--- src/rtl/pipeline_pkg.sv ---
// rtl/pipeline_pkg.sv - shared types and constants for the pipeline hazard path
// Purpose: memory-wait FSM state encoding, the hardwired-zero register number
//          and the default statistics counter width.
// Ports:   none (package).
package pipeline_pkg;

  typedef enum logic [1:0] {
    RUN      = 2'd0,
    MEM_WAIT = 2'd1
  } state_e;

  localparam logic [4:0] REG_ZERO  = 5'd0;
  localparam int         CNT_W_DEF = 16;

endpackage

--- src/rtl/hazard_detect.sv ---
// rtl/hazard_detect.sv - combinational read-after-write hazard detector
// Purpose: flags an ID-stage instruction whose sources collide with a pending
//          write in EXE or MEM that the pipeline cannot satisfy this cycle.
// Ports:   src1/src2/two_src      ID source registers, src2 valid flag
//          exe_dest/exe_wb_en/exe_mem_r_en  EXE destination, write-back, load
//          mem_dest/mem_wb_en     MEM destination, write-back
//          hazard                 ID must stall one cycle
module hazard_detect
  import pipeline_pkg::*;
#(
  parameter int FWD_EN = 1
) (
  input  logic [4:0] src1,
  input  logic [4:0] src2,
  input  logic       two_src,
  input  logic [4:0] exe_dest,
  input  logic       exe_wb_en,
  input  logic       exe_mem_r_en,
  input  logic [4:0] mem_dest,
  input  logic       mem_wb_en,
  output logic       hazard
);

  logic src1_live, src2_live;
  logic on_exe, on_mem;
  logic hz_fwd, hz_nofwd;

  always_comb begin
    // Register 0 is hardwired, so it can never be the subject of a hazard.
    src1_live = (src1 != REG_ZERO);
    src2_live = two_src && (src2 != REG_ZERO);
    on_exe    = (src1_live && (src1 == exe_dest)) || (src2_live && (src2 == exe_dest));
    on_mem    = (src1_live && (src1 == mem_dest)) || (src2_live && (src2 == mem_dest));
    // With forwarding only a load in EXE is too late to bypass.
    hz_fwd    = on_exe && exe_mem_r_en;
    hz_nofwd  = (on_exe && exe_wb_en) || (on_mem && mem_wb_en);
    hazard    = (FWD_EN != 0) ? hz_fwd : hz_nofwd;
  end

endmodule

--- src/rtl/pipeline_hazard_ctrl.sv ---
// rtl/pipeline_hazard_ctrl.sv - stall/flush controller for the 5-stage pipeline
// Purpose: arbitrates memory stalls, taken branches and data hazards into
//          freeze/flush controls, tracks the memory-wait FSM with timeout,
//          and counts stall and flush cycles.
// Ports:   clk, rst (async active-low)
//          src1/src2/two_src/exe_*/mem_dest/mem_wb_en  hazard inputs
//          mem_op/mem_ready  data memory handshake; br_taken  EXE branch
//          freeze_*/flush_*/wb_bubble  stage register controls (combinational)
//          mem_err  sticky timeout; stall_cnt/flush_cnt  saturating counters
module pipeline_hazard_ctrl
  import pipeline_pkg::*;
#(
  parameter int FWD_EN      = 1,
  parameter int MEM_TIMEOUT = 255,
  parameter int CNT_W       = CNT_W_DEF
) (
  input  logic             clk,
  input  logic             rst,
  input  logic [4:0]       src1,
  input  logic [4:0]       src2,
  input  logic             two_src,
  input  logic [4:0]       exe_dest,
  input  logic             exe_wb_en,
  input  logic             exe_mem_r_en,
  input  logic [4:0]       mem_dest,
  input  logic             mem_wb_en,
  input  logic             mem_op,
  input  logic             mem_ready,
  input  logic             br_taken,
  output logic             freeze_pc,
  output logic             freeze_if_id,
  output logic             freeze_id_exe,
  output logic             freeze_exe_mem,
  output logic             flush_if_id,
  output logic             flush_id_exe,
  output logic             wb_bubble,
  output logic             mem_err,
  output logic [CNT_W-1:0] stall_cnt,
  output logic [CNT_W-1:0] flush_cnt
);

  localparam logic [15:0]      TIMEOUT_W = 16'(MEM_TIMEOUT);
  localparam logic [CNT_W-1:0] CNT_ONE   = CNT_W'(1);

  state_e           state_q, state_d;
  logic [15:0]      wcnt_q, wcnt_d;
  logic             mem_err_q, mem_err_d;
  logic [CNT_W-1:0] stall_cnt_q, stall_cnt_d;
  logic [CNT_W-1:0] flush_cnt_q, flush_cnt_d;

  logic hazard;
  logic mstall, br_act, hz_stall;

  hazard_detect #(.FWD_EN(FWD_EN)) u_hazard_detect (
    .src1         (src1),
    .src2         (src2),
    .two_src      (two_src),
    .exe_dest     (exe_dest),
    .exe_wb_en    (exe_wb_en),
    .exe_mem_r_en (exe_mem_r_en),
    .mem_dest     (mem_dest),
    .mem_wb_en    (mem_wb_en),
    .hazard       (hazard)
  );

  // Priority mux: a memory stall holds EXE, so a branch or hazard seen during
  // it re-presents once the stall releases and is ignored here.
  always_comb begin
    mstall   = (state_q == RUN) ? (mem_op && !mem_ready) : !mem_ready;
    br_act   = br_taken && !mstall;
    hz_stall = hazard && !mstall && !br_taken;

    freeze_pc      = rst && (mstall || hz_stall);
    freeze_if_id   = rst && (mstall || hz_stall);
    freeze_id_exe  = rst && mstall;
    freeze_exe_mem = rst && mstall;
    wb_bubble      = rst && mstall;
    flush_if_id    = rst && br_act;
    flush_id_exe   = rst && (br_act || hz_stall);
  end

  always_comb begin
    state_d   = state_q;
    wcnt_d    = wcnt_q;
    mem_err_d = mem_err_q;
    case (state_q)
      RUN: begin
        if (mem_op && !mem_ready) begin
          state_d = MEM_WAIT;
          wcnt_d  = 16'd1;
        end
      end
      MEM_WAIT: begin
        if (mem_ready) begin
          state_d = RUN;
          wcnt_d  = 16'd0;
        end else if (wcnt_q == TIMEOUT_W) begin
          // Give up on the access; this cycle still froze, the next is free.
          state_d   = RUN;
          wcnt_d    = 16'd0;
          mem_err_d = 1'b1;
        end else begin
          wcnt_d = wcnt_q + 16'd1;
        end
      end
      default: begin
        state_d = RUN;
        wcnt_d  = 16'd0;
      end
    endcase

    stall_cnt_d = stall_cnt_q;
    if ((mstall || hz_stall) && (stall_cnt_q != '1))
      stall_cnt_d = stall_cnt_q + CNT_ONE;
    flush_cnt_d = flush_cnt_q;
    if (br_act && (flush_cnt_q != '1))
      flush_cnt_d = flush_cnt_q + CNT_ONE;
  end

  always_ff @(posedge clk or negedge rst) begin
    if (!rst) begin
      state_q     <= RUN;
      wcnt_q      <= 16'd0;
      mem_err_q   <= 1'b0;
      stall_cnt_q <= '0;
      flush_cnt_q <= '0;
    end else begin
      state_q     <= state_d;
      wcnt_q      <= wcnt_d;
      mem_err_q   <= mem_err_d;
      stall_cnt_q <= stall_cnt_d;
      flush_cnt_q <= flush_cnt_d;
    end
  end

  assign mem_err   = mem_err_q;
  assign stall_cnt = stall_cnt_q;
  assign flush_cnt = flush_cnt_q;

endmodule

--- config.mk ---
export PLATFORM = sky130hd
export DESIGN_NAME = pipeline_hazard_ctrl
export DESIGN_NICKNAME = d
export VERILOG_FILES = /design/src/rtl/pipeline_pkg.sv /design/src/rtl/hazard_detect.sv /design/src/rtl/pipeline_hazard_ctrl.sv
export SDC_FILE = /design/constraint.sdc
export NUM_CORES = 1
export LEC_CHECK = 0
export ABC_AREA = 1
export BUFFER_PORTS_ARGS = -buffer_cell sky130_fd_sc_hd__buf_2
export CORE_MARGIN = 2
export CORE_UTILIZATION = 30
export DETAILED_ROUTE_END_ITERATION = 16
export GPL_TIMING_DRIVEN = 0
export SLEW_MARGIN = 40
export SYNTH_ARGS = -nofsm -noshare
export SYNTH_HDL_FRONTEND = slang
export SYNTH_SLANG_ARGS = --single-unit
--- constraint.sdc ---
create_clock -name clk -period 1.74 [get_ports clk]
set_input_delay 0.261 -clock clk [delete_from_list [all_inputs] [get_ports clk]]
set_output_delay 0.261 -clock clk [all_outputs]
set_load 0.03 [all_outputs]
### Word-level counts from Yosys, hierarchy flattened

Index checks and enable logic that the tools add are counted.

* input bits: 29
* output and inout bits: 40
* logic and storage cells: 51
* register bits: 51

* add/subtract/negate cells: 3
* reduce and logical (&&, ||, !) cells: 25
* muxes and demuxes: 9
* bitwise gates (word level): 1
* equality and inequality tests: 8

Operators by type and width (count)
* 16-bit by 1-bit adder with 16-bit output, second input constant: 3
* 16-bit two-way mux: 3
* 16-bit != test, second input constant: 2
* 16-bit case mux with 2 select lines: 1
* 16-bit by 8-bit equality test with 1-bit output, second input constant: 1
* 1-bit logical AND: 14
* 5-bit equality test: 2
* 5-bit nonzero test: 2
* 2-bit two-way mux: 3
* 2-bit case mux with 2 select lines: 1
* 1-bit zero test: 3
* 1-bit logical OR: 3
* 3-bit != test, second input constant: 1
* 3-bit AND reduction: 1
* 2-bit by 1-bit equality test with 1-bit output, second input constant: 1
* 2-bit zero test: 1
* 2-bit by 1-bit != test with 1-bit output, second input constant: 1
* 2-bit AND reduction: 1
* 1-bit two-way mux: 1
* 1-bit inverter: 1

### Logic depth before layout (Yosys ltp)

* word-level depth: 9
* gate-level depth with buffers: 12

### Cells and area by module

A second synthesis with hierarchy kept.

* cells, all modules: 476
* area total of the unflattened synthesis: 3250.6 um^2

Modules (own cells, without submodules)
* pipeline_hazard_ctrl: instances 1, cells each 429, area each 3047.9 um^2
* hazard_detect: instances 1, cells each 47, area each 202.7 um^2

### Worst setup path after synthesis

Ideal clock, no wire load.

* path type: register -> output
* start point: register state_q[0]
* end point: output port freeze_pc
* data arrival time: 1756 ps
* cell stages (with the launch flop): 6
* buffers on the path: 1
* slack: -277 ps
* path through: dfrtp_1 o21ai_4 and3b_1 nand2_2 a21oi_1 buf_4

* longest elaborated chain between the ends: 7

RTL lines
* start, declared: RTL line pipeline_hazard_ctrl.sv:45 `state_e state_q, state_d;`
* start signal, assigned: RTL line pipeline_hazard_ctrl.sv:128 `state_q <= state_d;`
* 2-bit zero test (*): RTL line pipeline_hazard_ctrl.sv:69 `mstall = (state_q == RUN) ? (mem_op && !mem_ready) : !mem_ready;`
* 1-bit two-way mux (*): RTL line pipeline_hazard_ctrl.sv:69
* 1-bit zero test: RTL line pipeline_hazard_ctrl.sv:71 `hz_stall = hazard && !mstall && !br_taken;`
* 1-bit logical AND (2 in a row): RTL line pipeline_hazard_ctrl.sv:71
* 1-bit logical OR (*)
* 1-bit logical AND (*)
* end, declared: RTL line pipeline_hazard_ctrl.sv:30 `output logic freeze_pc,`

Every way passes the cells marked *; elsewhere a longest branch is shown, timed or not.

### Worst setup path after layout

* start point: register state_q[0]
* end point: output port freeze_pc

* longest elaborated chain between the ends: 7

RTL lines
* 2-bit zero test (*): RTL line pipeline_hazard_ctrl.sv:69
* 1-bit two-way mux (*): RTL line pipeline_hazard_ctrl.sv:69
* 1-bit zero test: RTL line pipeline_hazard_ctrl.sv:71
* 1-bit logical AND (2 in a row): RTL line pipeline_hazard_ctrl.sv:71
* 1-bit logical OR (*): RTL line pipeline_hazard_ctrl.sv:73 `freeze_pc = rst && (mstall || hz_stall);`
* 1-bit logical AND (*): RTL line pipeline_hazard_ctrl.sv:73

Marks and branches as above.

==> results.md <==
- Die width: 105 um
- Core area: 9820 um^2
- Pin count of the biggest net entering global routing: 52
- Crit path launch: state_q[0]
- Die Area: 11000 um^2
- Syn Nets: 419
- Ys flop type: dfrtp_1
- I/O Buffers: 61
- Area Growth Syn to Fin: 24.6%
- TNS Setup: -0.0892 ns
- Vias in the first global route: 2603
- Ports: 69
- Max-cap check violation count: 0
- Layout Skew: 0.0129 ns
- Post-Syn Area per Cell: 7.89 um^2
- Peak supply drop: 0.000779 V
- CTS tree: yes
- Drc violations: 0
- Fill cells: 1049
- Max-slew violations: 0
- Critical Path RT: 1.48 ns
- Setup crit start kind: flop
- Multi-input logic area: 1600 um^2
- Met1 usage: 16.6%
- Vias after detailed routing: 2680
- TritonRoute pass-1 iters: 4
- Post-Syn Area: 3050 um^2
- Top Usage Layer GRT: met2
- CTS sink count: 50
- Peak Freq: 564 MHz
- Post-DRT Antenna Nets: 0
- GRT Resource Usage Total: 12.9%
- Site Rows: 36
- Drt total wl: 6880 um
- FFs w/ async S/R, synth: 100%
- Min Clock Period, post-route: 1.77 ns
- Net count of the finished layout: 497
- Starting Density: 31.1%
- Crit path DAT: 1.51 ns
- Tightest Pin Transition: 0.305 ns
- Number of library cell types mapped by synthesis: 33
- Worst-Skew Late Latency: 0.31 ns
- Leak Pwr: 1.93 nW
- First-pass GRT wire length: 12000 um
- Vias per cell: 4.47
- Layout cells sized above 1: 30.3%
- Failing checks: negative hold slack, negative setup slack
- Synth warn: 0
- #FFs+latches synth: 50
- Worst Path Max Fanout: 3
- Final Hold Fails: 50
- Antenna violations before repair: 0
- Sequential area share after synthesis: 41.0%
- RSZ-0062 raised after global routing: yes
- Number of synthesized flops with an enable pin: 0
- Power Density: 971 nW/um^2
- Initial DRC count: 97
- Clock-pin slew on the worst setup and hold paths: 0.10 ns
- Final setup fails: 4
- HPWL Detailed: 5130 um
- CTS Buf Count: 5
- Pre-CTS setup slack: -0.256 ns
- Die H: 105 um
- Final Worst Setup Slack: -0.0331 ns
- Status: complete, but fails checks
- Antenna cell count: 0
- Rel. slew slack: 79.5%
- Min Hold Slack: -0.188 ns
- Ratio of final minimum period to clock period: 102%
- Syn Inst Count: 387
- Gr ovfl total: 0
- Crit end category: primary output
- GPL Wtd Cong: 0.833
- Crit Reg-Reg Startpoint: stall_cnt[0]
- Met3 usage in global routing: 2.93%
- H-tree levels: 2
- Fin util: 38.7%
- Avg WL per Cell: 11.5 um
- CTS max path bufs: 2
- Register area: 1250 um^2
- Worst hold path type: input port to asynchronous set/reset pin
- Root buffer cell: clkbuf_8
- Grt met2 use: 22.3%
- Critical path class: flop to primary output
layout by cell type, fill, tap and decap left out, types with 2 or more instances in the layout:
cell / count
a21oi_4: 2
buf_2: 56
nor2_2: 5
a21oi_1: 5
buf_4: 14
dfrtp_2: 2
inv_4: 2
nand2_4: 3
ha_1: 2
buf_12: 3
dfrtp_1: 48
inv_1: 37
nand2_1: 85
buf_6: 3
o21ai_0: 7
nand3_2: 3
clkbuf_8: 5
nor3_1: 9
xor2_1: 24
nor3_2: 3
xnor2_1: 13
nand4_1: 7
nor2_1: 45
a31oi_1: 2
nand2_2: 24
inv_2: 6
nand3_1: 36
where the power goes:
| part | internal [mW] | switching (mW) |
|---|---|---|
| combinational | 0.472 | 0.822 |
| sequential | 1.33 | 0.209 |
| clock | 0.437 | 0.423 |
metal layers:
layer | routed length [um] | vias up
met2 | 3340 | 47
met1 | 3260 | 1255
met4 | 23 | 0
met5 | 0 | -
li1 | - | 1374
met3 | 257 | 4
cells in the mapped netlist (2+ instances only):
cell type  number  share of area, %
nor2_1         45               5.5
xnor2_1        13               3.7
inv_1          37               4.6
inv_2           7              0.86
nand3_2         3              0.98
nor2_2          5               1.0
ha_1            3               1.2
dfrtp_1        50                41
xor2_1         24               6.9
nand3_1        36               5.9
nand2_4         3               1.1
a31oi_1         2              0.41
nand2_2        22               4.5
buf_4           4              0.98
nand2_1        87                11
a21oi_1         7               1.1
nor3_1         11               1.8
nand4_1         7               1.4
o21ai_0         7               1.1
cells by family after synthesis:
family / count (synthesis) / share of synthesized area (%)
flip-flops: 50 / 41.0
buffers and inverters: 52 / 7.54
adder cells (fa/ha/maj): 3 / 1.23
AND/OR/NAND/NOR: 224 / 35.2
XOR/XNOR: 37 / 10.6
AO/OA/AOI/OAI: 21 / 4.39
per-stage QoR:
step / power, mW / std cells / instance area [um^2] / hold slack (ns)
2_1_floorplan: 2.39 / 387 / 3060 / -0.0346
3_3_place_gp: 2.72 / 581 / 3530 / 0.467
3_5_place_dp: 2.75 / 581 / 3540 / 0.352
4_1_cts: 3.66 / 592 / 3700 / -0.138
5_1_grt: 3.93 / 599 / 3800 / -0.181
6_report: 3.69 / 599 / 3800 / -0.188
sequential cells by signal, summed over array words and instances, names as in the netlist:
signal,flops
flush_cnt,16
mem_err,1
stall_cnt,16
state_q,1
wcnt_q,16
cell type report:
class | instances | area share [%]
Buffer | 6 | 1.71
Clock buffer | 5 | 1.81
Clock inverter | 3 | 1.25
Inverter | 46 | 4.67
Multi-Input combinational cell | 285 | 42.1
Sequential cell | 50 | 33.0
Tap cell | 133 | 4.38
Timing Repair Buffer | 71 | 11.1
path summary, 6_finish.rpt:
check / end / slack, ns / cells after the start
worst max-delay path: freeze_pc / -0.03 / 6
min in group clk: mem_err / 0.28 / 4
worst min register to register: mem_err / 0.48 / 1
worst max register to register: stall_cnt[3] / 0.13 / 8
max in group asynchronous: state_q[0] / 1.68 / 1
worst min-delay path: stall_cnt[5] / -0.19 / 1
critical path: stages (launching register included):
cell and delay, ns:
dfrtp_2 0.43, o21ai_4 0.14, and3b_1 0.18, nand2_2 0.09, a21oi_4 0.15, buf_6 0.11
buf_6 0.11
what timing repair did:
item | CTS | global route
gates resized for setup | 9 | 12
pin swaps | 4 | 9
setup endpoints to repair | 14 | 33
endpoints found under the hold margin | 50 | 50
buffers inserted | 3 | 7
No activity file was read; power rests on OpenSTA's default activity.
